[src/rtl/sqrt_stage2_if.sv]
// Handshake and result bundle between the stage-1 feed, sqrt_stage2 and the next pipeline stage.
interface sqrt_stage2_if #(
  parameter int ROOT_WIDTH = 8
);
  logic                      en_pipe_i;
  logic                      valid_i;
  logic [2*ROOT_WIDTH-1:0]   input_i;
  logic                      ready_o;
  logic                      valid_o;
  logic                      ready_i;
  logic [ROOT_WIDTH-1:0]     root_o;
  logic [2*ROOT_WIDTH:0]     square_o;
  logic [ROOT_WIDTH:0]       rem_o;

  modport slave (
    input  en_pipe_i, valid_i, input_i, ready_i,
    output ready_o, valid_o, root_o, square_o, rem_o
  );

  modport master (
    output en_pipe_i, valid_i, input_i, ready_i,
    input  ready_o, valid_o, root_o, square_o, rem_o
  );
endinterface

[src/rtl/sqrt_stage2.sv]
// Pipelined square-root stage 2: restoring trial-square floor sqrt, one root bit per enabled cycle,
// with a valid/ready result port and a global pipe enable that freezes all state.
module sqrt_stage2 #(
  parameter int ROOT_WIDTH = 8
) (
  input  logic         clk,
  input  logic         rst_n,
  sqrt_stage2_if.slave bus
);
  localparam int RW = 2 * ROOT_WIDTH;
  localparam int SW = 2 * ROOT_WIDTH + 1;
  localparam int MW = ROOT_WIDTH + 1;
  localparam int KW = (ROOT_WIDTH > 1) ? $clog2(ROOT_WIDTH) : 1;
  localparam logic [KW-1:0]         K_MAX    = KW'(ROOT_WIDTH - 1);
  localparam logic [KW-1:0]         K_ONE    = KW'(1);
  localparam logic [SW-1:0]         SQ_ONE   = SW'(1);
  localparam logic [ROOT_WIDTH-1:0] ROOT_ONE = ROOT_WIDTH'(1);

  typedef enum logic [1:0] {
    IDLE = 2'd0,
    CALC = 2'd1,
    DONE = 2'd2
  } state_t;

  state_t                r_state;
  state_t                w_next_state;
  logic [KW-1:0]         r_k;
  logic [RW-1:0]         r_rad;
  logic [ROOT_WIDTH-1:0] r_root;
  logic [SW-1:0]         r_sq;
  logic [ROOT_WIDTH-1:0] r_root_o;
  logic [SW-1:0]         r_square_o;
  logic [MW-1:0]         r_rem_o;

  logic                  w_ready;
  logic                  w_valid;
  logic                  w_accept;
  logic                  w_deliver;
  logic                  w_k_last;
  logic                  w_fit;
  logic [SW-1:0]         w_trial;
  logic [SW-1:0]         w_sq_new;
  logic [ROOT_WIDTH-1:0] w_root_new;
  logic [MW-1:0]         w_rem;

  assign w_accept  = bus.valid_i & w_ready;
  assign w_deliver = w_valid & bus.ready_i;
  assign w_k_last  = (r_k == {KW{1'b0}});

  // (sq + 2^k * root * 2 + 2^2k) == (root + 2^k)^2 given root has no bits below k yet
  assign w_trial    = r_sq
                    + ({{(SW-ROOT_WIDTH){1'b0}}, r_root} << ({1'b0, r_k} + {{KW{1'b0}}, 1'b1}))
                    + (SQ_ONE << {r_k, 1'b0});
  assign w_fit      = (w_trial <= {1'b0, r_rad});
  assign w_sq_new   = w_fit ? w_trial : r_sq;
  assign w_root_new = w_fit ? (r_root | (ROOT_ONE << r_k)) : r_root;
  // Remainder is at most 2*root, so the low MW bits of the difference are exact
  assign w_rem      = r_rad[MW-1:0] - w_sq_new[MW-1:0];

  // State register
  always_ff @(posedge clk or negedge rst_n) begin
    if (!rst_n) begin
      r_state <= IDLE;
    end else begin
      r_state <= w_next_state;
    end
  end

  // Next-state logic
  always_comb begin
    w_next_state = r_state;
    case (r_state)
      IDLE: begin
        if (w_accept) w_next_state = CALC;
        else          w_next_state = IDLE;
      end
      CALC: begin
        if (bus.en_pipe_i && w_k_last) w_next_state = DONE;
        else                           w_next_state = CALC;
      end
      DONE: begin
        if (w_deliver) w_next_state = IDLE;
        else           w_next_state = DONE;
      end
      default: w_next_state = IDLE;
    endcase
  end

  // Handshake outputs, gated by the pipe enable
  always_comb begin
    w_ready = 1'b0;
    w_valid = 1'b0;
    case (r_state)
      IDLE: begin
        w_ready = bus.en_pipe_i;
        w_valid = 1'b0;
      end
      CALC: begin
        w_ready = 1'b0;
        w_valid = 1'b0;
      end
      DONE: begin
        w_ready = 1'b0;
        w_valid = bus.en_pipe_i;
      end
      default: begin
        w_ready = 1'b0;
        w_valid = 1'b0;
      end
    endcase
  end

  // Datapath and result registers; results load only on the last resolving edge
  always_ff @(posedge clk or negedge rst_n) begin
    if (!rst_n) begin
      r_k        <= K_MAX;
      r_rad      <= {RW{1'b0}};
      r_root     <= {ROOT_WIDTH{1'b0}};
      r_sq       <= {SW{1'b0}};
      r_root_o   <= {ROOT_WIDTH{1'b0}};
      r_square_o <= {SW{1'b0}};
      r_rem_o    <= {MW{1'b0}};
    end else if (bus.en_pipe_i) begin
      if (w_accept) begin
        r_rad  <= bus.input_i;
        r_root <= {ROOT_WIDTH{1'b0}};
        r_sq   <= {SW{1'b0}};
        r_k    <= K_MAX;
      end else if (r_state == CALC) begin
        r_root <= w_root_new;
        r_sq   <= w_sq_new;
        if (w_k_last) begin
          r_k        <= K_MAX;
          r_root_o   <= w_root_new;
          r_square_o <= w_sq_new;
          r_rem_o    <= w_rem;
        end else begin
          r_k <= r_k - K_ONE;
        end
      end
    end
  end

  assign bus.ready_o  = w_ready;
  assign bus.valid_o  = w_valid;
  assign bus.root_o   = r_root_o;
  assign bus.square_o = r_square_o;
  assign bus.rem_o    = r_rem_o;
endmodule

[src/flat_wrapper.sv]
// flat-port wrapper written by rule: the top's interface ports become plain ports
module sqrt_stage2_flat 
#(
  parameter int ROOT_WIDTH = 8
)
  (clk, rst_n, bus_en_pipe_i, bus_valid_i, bus_input_i, bus_ready_i, bus_ready_o, bus_valid_o, bus_root_o, bus_square_o, bus_rem_o);
  sqrt_stage2_if #(.ROOT_WIDTH(ROOT_WIDTH)) bus_i ();
  input  logic clk;
  input  logic rst_n;
  input wire logic [$bits(bus_i.en_pipe_i)-1:0] bus_en_pipe_i;
  input wire logic [$bits(bus_i.valid_i)-1:0] bus_valid_i;
  input wire logic [$bits(bus_i.input_i)-1:0] bus_input_i;
  input wire logic [$bits(bus_i.ready_i)-1:0] bus_ready_i;
  output wire logic [$bits(bus_i.ready_o)-1:0] bus_ready_o;
  output wire logic [$bits(bus_i.valid_o)-1:0] bus_valid_o;
  output wire logic [$bits(bus_i.root_o)-1:0] bus_root_o;
  output wire logic [$bits(bus_i.square_o)-1:0] bus_square_o;
  output wire logic [$bits(bus_i.rem_o)-1:0] bus_rem_o;
  assign bus_i.en_pipe_i = bus_en_pipe_i;
  assign bus_i.valid_i = bus_valid_i;
  assign bus_i.input_i = bus_input_i;
  assign bus_i.ready_i = bus_ready_i;
  assign bus_ready_o = bus_i.ready_o;
  assign bus_valid_o = bus_i.valid_o;
  assign bus_root_o = bus_i.root_o;
  assign bus_square_o = bus_i.square_o;
  assign bus_rem_o = bus_i.rem_o;
  sqrt_stage2 #(.ROOT_WIDTH(ROOT_WIDTH)) u_core (.clk(clk), .rst_n(rst_n), .bus(bus_i));
endmodule
[config.mk]
export PLATFORM = sky130hd
export DESIGN_NAME = sqrt_stage2_flat
export DESIGN_NICKNAME = d
export VERILOG_FILES = /design/src/rtl/sqrt_stage2_if.sv /design/src/rtl/sqrt_stage2.sv /design/src/flat_wrapper.sv
export SDC_FILE = /design/constraint.sdc
export NUM_CORES = 1
export LEC_CHECK = 0
export CAP_MARGIN = 20
export CORE_MARGIN = 1.5
export CORE_UTILIZATION = 45
export DETAILED_ROUTE_END_ITERATION = 6
export HOLD_SLACK_MARGIN = 0.02
export PLACE_DENSITY = 0.75
export SLEW_MARGIN = 20
export SYNTH_ARGS = -nofsm -noshare
export SYNTH_HDL_FRONTEND = slang
export SYNTH_SLANG_ARGS = --single-unit
[constraint.sdc]
create_clock -name clk -period 24.5 [get_ports clk]
set_input_delay 3.675 -clock clk [delete_from_list [all_inputs] [get_ports clk]]
set_output_delay 3.675 -clock clk [all_outputs]
set_load 0.02 [all_outputs]
Word-level counts from Yosys, hierarchy flattened

Index checks and enable logic that the tools add are counted.
Widths: inputs -> output; s select.

Flip-flop bits (word level): 80
Bits of input ports: 21
Output and inout bits: 36

Add/sub/neg operators: 5
Magnitude comparators: 1
Eq/ne operators: 2
Shift operators: 3
Multiplexer cells: 15
Bitwise operators: 4
Reduce and logical (&&, ||, !) cells: 7

Operators with widths:

| cell                 | count |
|---|---|
| $mux 17              | 3 |
| $add 17x17->17       | 2 |
| $mux 8               | 3 |
| $le 17x16->1         | 1 |
| $shl 1x4->17 const A | 1 |
| $shl 8x4->17         | 1 |
| $mux 3               | 3 |
| $sub 9x9->9          | 1 |
| $or 8x8->8           | 1 |
| $shl 1x3->8 const A  | 1 |
| $pmux 2 s3           | 1 |
| $add 3x1->4 const B  | 1 |
| $mux 2               | 2 |
| $reduce_and 2->1     | 2 |
| $reduce_and 4->1     | 1 |
| $logic_not 3->1      | 1 |
| $mux 1               | 3 |
| $sub 3x1->3 const B  | 1 |
| $and 1x1->1          | 2 |
| $eq 2x1->1 const B   | 1 |
| $eq 2x2->1 const B   | 1 |
| $logic_not 2->1      | 1 |
| $reduce_bool 2->1    | 1 |
| $logic_and 1x1->1    | 1 |
| $not 1->1            | 1 |

Logic depth before layout (Yosys ltp)

Depth after elaboration: 8
Depth in mapped cells: 42
Gate-level depth less buffers: 39

Worst setup path before layout

OpenSTA, ideal clock, no wires.

Kind: flip-flop to flip-flop
From: register u_core.r_k[0]
To: register u_core.r_rem_o[8] (netlist: u_core.bus.rem_o[8])
Library setup time: 0.120 ns
Arrival time: 7.942 ns
Required time: 24.380 ns
Setup slack: 16.437 ns
Cell stages (with the launch flop): 42
Path buffers: 5
Period minus slack after synthesis: 8.063 ns
Cells stage by stage: dfstp_2 buf_2 inv_1 ha_1 buf_2 buf_1 nor3b_1 a21oi_1 nor2_1 fa_1 inv_1 fa_1 nor2b_1 o21ai_0 a21boi_0 o21ai_0 a21boi_0 o21ai_0 [... 6 more ...] o21ai_0 o211ai_1 o311ai_1 nand2_1 and2_1 buf_6 clkbuf_1 nor2_1 a21oi_1 xnor2_1 ha_1 a41oi_1 o21ai_1 maj3_2 maj3_2 o2111a_1 or3_1 o211a_1

Word-level cells in the longest chain between the ends: 7
Elaborated cells between the ends (all ways): 10
Classes of those cells: add/sub (4); order compare (1); shift (2); mux (1); reduce/logical (2)

RTL lines:

| element                | RTL line           | RTL |
|---|---|---|
| start, declared        | sqrt_stage2.sv:27  | `logic [KW-1:0] r_k;` |
| start signal, assigned | sqrt_stage2.sv:138 | `r_k <= r_k - K_ONE;` |
| $add 3x1->4            | sqrt_stage2.sv:52  | `+ ({{(SW-ROOT_WIDTH){1'b0}}, r_root} << ({1'b0, r_k} + {{KW{1'b0}}, 1'b1}))` |
| $shl 8x4->17           | sqrt_stage2.sv:52  |  |
| $add 17x17->17         | sqrt_stage2.sv:52  |  |
| $add 17x17->17         | sqrt_stage2.sv:53  | `+ (SQ_ONE << {r_k, 1'b0});` |
| $le 17x16->1           | sqrt_stage2.sv:54  | `assign w_fit = (w_trial <= {1'b0, r_rad});` |
| $mux 17                | sqrt_stage2.sv:55  | `assign w_sq_new = w_fit ? w_trial : r_sq;` |
| $sub 9x9->9            | sqrt_stage2.sv:58  | `assign w_rem = r_rad[MW-1:0] - w_sq_new[MW-1:0];` |
| end signal, assigned   | sqrt_stage2.sv:122 | `r_rem_o <= {MW{1'b0}};` |
| end signal, assigned   | sqrt_stage2.sv:136 | `r_rem_o <= w_rem;` |
| end, declared          | sqrt_stage2.sv:33  | `logic [MW-1:0] r_rem_o;` |

Several ways; a longest one is shown, not always the timed one.
A chain may end at the register's enable or synchronous reset.

Final worst setup path

Ends and elaborated chain as after synthesis.

==> results.txt <==
The flow ran to the end, and the final reports show no timing, DRC or antenna violations. The maximum clock skew at final layout came out at 10.1 ps. In the synthesized netlist the dominant register cell turns out to be dfrtp_1.

The share of the yosys chip area belonging to registers is 0.364. The kind of capture point of the worst setup path is a flip-flop. The total nets after synthesis came out at 722.

In this run the register-to-register setup slack is 15000 ps. Ranked by total cell area, the synthesized netlist is headed by dfrtp_1 35%, ha_1 12%, nand2_1 8.0%. The tightest min-delay check is of the reg2reg type. The slowest cell on the critical path is ha_1. The distinct cell type count of the synthesized netlist came out at 60. The repair_antennas step left the layout with diodes totalling 0.

The maximum number of pins on one net before global-route repair is 81. The total CTS buffers is 9. For this run, the slowest stage of the critical path takes 870 ps. In this run the clock root is driven by a clkbuf_16. The fraction of layout instances using a drive strength above 1 is 0.0610.

After the first detailed-routing iteration, the DRC count stood at 281. The insertion delay to the later sink of the worst-skew pair is 350 ps. The clock tree synthesis step divided the H-tree into 3 levels. The actual transition at the worst max-transition pin is 1050 ps.

The routability congestion estimate is 0.956. Clock tree synthesis found a total of 80 sinks. Global routing finished with a remaining overflow of 0. The detailed-route via count is 4685. The maximum frequency from static timing analysis is 105 MHz.

The post-synth design cell area came out at 5510 µm². The max-slew violation count is 0. The effective utilization at floorplan is 0.461. The share of the synthesized area in the top cell type came out at 0.349.

The first TritonRoute pass finished after 4 iterations. Counting instances in the post-synthesis netlist gives the leading cell types as 117 x nand2_1, 77 x dfrtp_1, 68 x o21ai_0. The relative slew slack is 0.301. The number of global-route vias before repair was 4621. The total routed wirelength is 14200 µm. The portion of the clock cycle consumed by the worst path in the final layout came out at 0.388. The number of nets with antenna violations after detailed routing is 0. The type of the setup path with the least slack is reg2reg. In the final routed layout, each cell accounts on average for 17.0 µm. Yosys mapped a number of flops with a built-in enable equal to 0.

The maximum clock insertion buffer count is 2. The total I/O pin count came out at 57. The total number of yosys warnings is 0.

The count of unresolved DRC violations after routing came out at 0. The signal arrival time at the worst endpoint came out at 9730 ps. dfrtp_1 takes more of the synthesized area than any other cell.

By instance count, the cell type seen most on the critical path is o21ai_0. Dividing the synthesized area by the synthesized cell count gives 8.60 µm². The number of port buffers came out at 56. Relative to the synthesized area, the layout overhead comes to 17.9%. The post-cts hold buffer count is 0. The type of element launching the critical path is a flip-flop. Post-CTS timing repair inserted 0 buffers for setup. At the worst endpoint, the required time is 24740 ps.

The top fanout value on the critical path came out at 27. The number of nets at the end of the flow came out at 766. After floorplanning, the core was divided into 40 placement rows. From left edge to right edge, the die measures 114 µm.

The overall fraction of global-route tracks in use came out at 0.232. The via density per instance came out at 5.60. The post-DP HPWL is 10500 µm. Across the run, the number of max-cap violations was 0. The worst path in the final design needs a cycle of 9500 ps, including I/O delays and setup.

The floorplan step defined a core boundary enclosing 12000 µm². The count of mapped cells out of synthesis is 641. The share of synthesized flip-flops with an asynchronous set or reset is 1.00. The post-synthesis sequential element count is 80.

The die area is 12900 µm². The number of instances resized during post-cts repair came out at 0. The most repeated cell in the gate-level netlist after synthesis is nand2_1.

The clock-pin transition on the worst setup and hold timing paths is 60 ps. The first-pass GRT wire length came out at 23400 µm. After routing, the total negative slack on setup checks comes to 0 ps. Setup violations remaining at the end of the flow were counted as 0. Measured along the y axis, the die boundary spans 114 µm. Setup repair after global routing left no endpoint under its margin. The initial antenna violation count came out at 0. The clock tree from TritonCTS is yes. The count of filler cells inserted in the layout came out at 1102. The count of final hold-check violations is 0.
placed cells by master, fill, tap and decap left out, drive strengths merged, types with 9 or more instances in the layout:
master	n
nand2	117
dfrtp	77
o21ai	74
clkdlybuf4s50	55
ha	51
nor2	51
inv	46
a21oi	39
xnor2	19
mux2i	13
clkbuf	12
nand3	10
nor3	10
nor2b	9
fa	9
cell families after synthesis:
| family | after synthesis | share of synthesized area |
|---|---|---|
| AOI/OAI and AO/OA | 166 | 0.186 |
| muxes | 18 | 0.0359 |
| and+or+nand+nor | 216 | 0.165 |
| adders and majority gates | 66 | 0.160 |
| xor gates and xnor gates | 23 | 0.0379 |
| DFF | 80 | 0.364 |
| buffers and inverters | 72 | 0.0508 |
registers in the layout, indices dropped and copies added, names as in the netlist:
register	cells
u_core.bus.root_o	8
u_core.r_k	3
u_core.r_rad	16
u_core.r_sq	17
u_core.bus.rem_o	9
u_core.r_state	2
u_core.r_root	8
u_core.bus.square_o	17
critical path: cells and delay by family (launching register included):
kind,cells,cell delay [ps]
XOR/XNOR,2,330
AND/OR/NAND/NOR,7,1560
AO/OA/AOI/OAI,17,2960
flip-flops,1,750
adder cells (fa/ha/maj),7,3030
buffers and inverters,2,300
multiplexers,1,410
layer usage:
| metal | wire length, µm | share of wire | GRT usage |
|---|---|---|---|
| met1 | 6640 | 0.47 | 0.314 |
| met2 | 6590 | 0.46 | 0.369 |
| met5 | 0 | 0 | 0 |
| met4 | 292 | 0.021 | 0.0858 |
| met3 | 687 | 0.048 | 0.0462 |
layout make-up:
cell class / count / area [µm²] / area share
Multi-Input combinational cell: 489 / 3230 / 0.497
Clock inverter: 3 / 65.1 / 0.0100
Timing Repair Buffer: 59 / 584 / 0.0899
Clock buffer: 12 / 256 / 0.0395
Tap cell: 147 / 184 / 0.0283
Inverter: 46 / 173 / 0.0266
Sequential cell: 80 / 2010 / 0.309
final timing paths:
path / startpoint / end / cells after the start
max in group asynchronous: rst_n / u_core.r_rad[10]$_DFFE_PN0P_ / 1
min in group asynchronous: rst_n / u_core.bus.rem_o[6]$_DFFE_PN0P_ / 1
setup reg to reg: u_core.r_k[0]$_DFFE_PN1P_ / u_core.bus.rem_o[8]$_DFFE_PN0P_ / 36
hold / removal: u_core.bus.root_o[6]$_DFFE_PN0P_ / u_core.bus.root_o[6]$_DFFE_PN0P_ / 2
hold reg to reg: u_core.bus.root_o[6]$_DFFE_PN0P_ / u_core.bus.root_o[6]$_DFFE_PN0P_ / 2
setup / recovery: u_core.r_k[0]$_DFFE_PN1P_ / u_core.bus.rem_o[8]$_DFFE_PN0P_ / 36
stage by stage:
| step | cell area, µm² | util | setup WS [ps] | hold WS [ps] | std cells |
|---|---|---|---|---|---|
| 3_5_place_dp | 6170 | 0.516 | 14820 | 462 | 821 |
| 4_1_cts | 6490 | 0.543 | 14730 | 478 | 836 |
| 5_1_grt | 6500 | 0.543 | 14200 | 500 | 836 |
| 2_1_floorplan | 5510 | - | 16440 | 441 | 641 |
| 6_report | 6500 | 0.543 | 15000 | 473 | 836 |
| 3_3_place_gp | 6170 | 0.516 | 15120 | 459 | 821 |
Power is not shown: default switching activity piles up to over one toggle a cycle in this logic, so the estimate is an artifact.
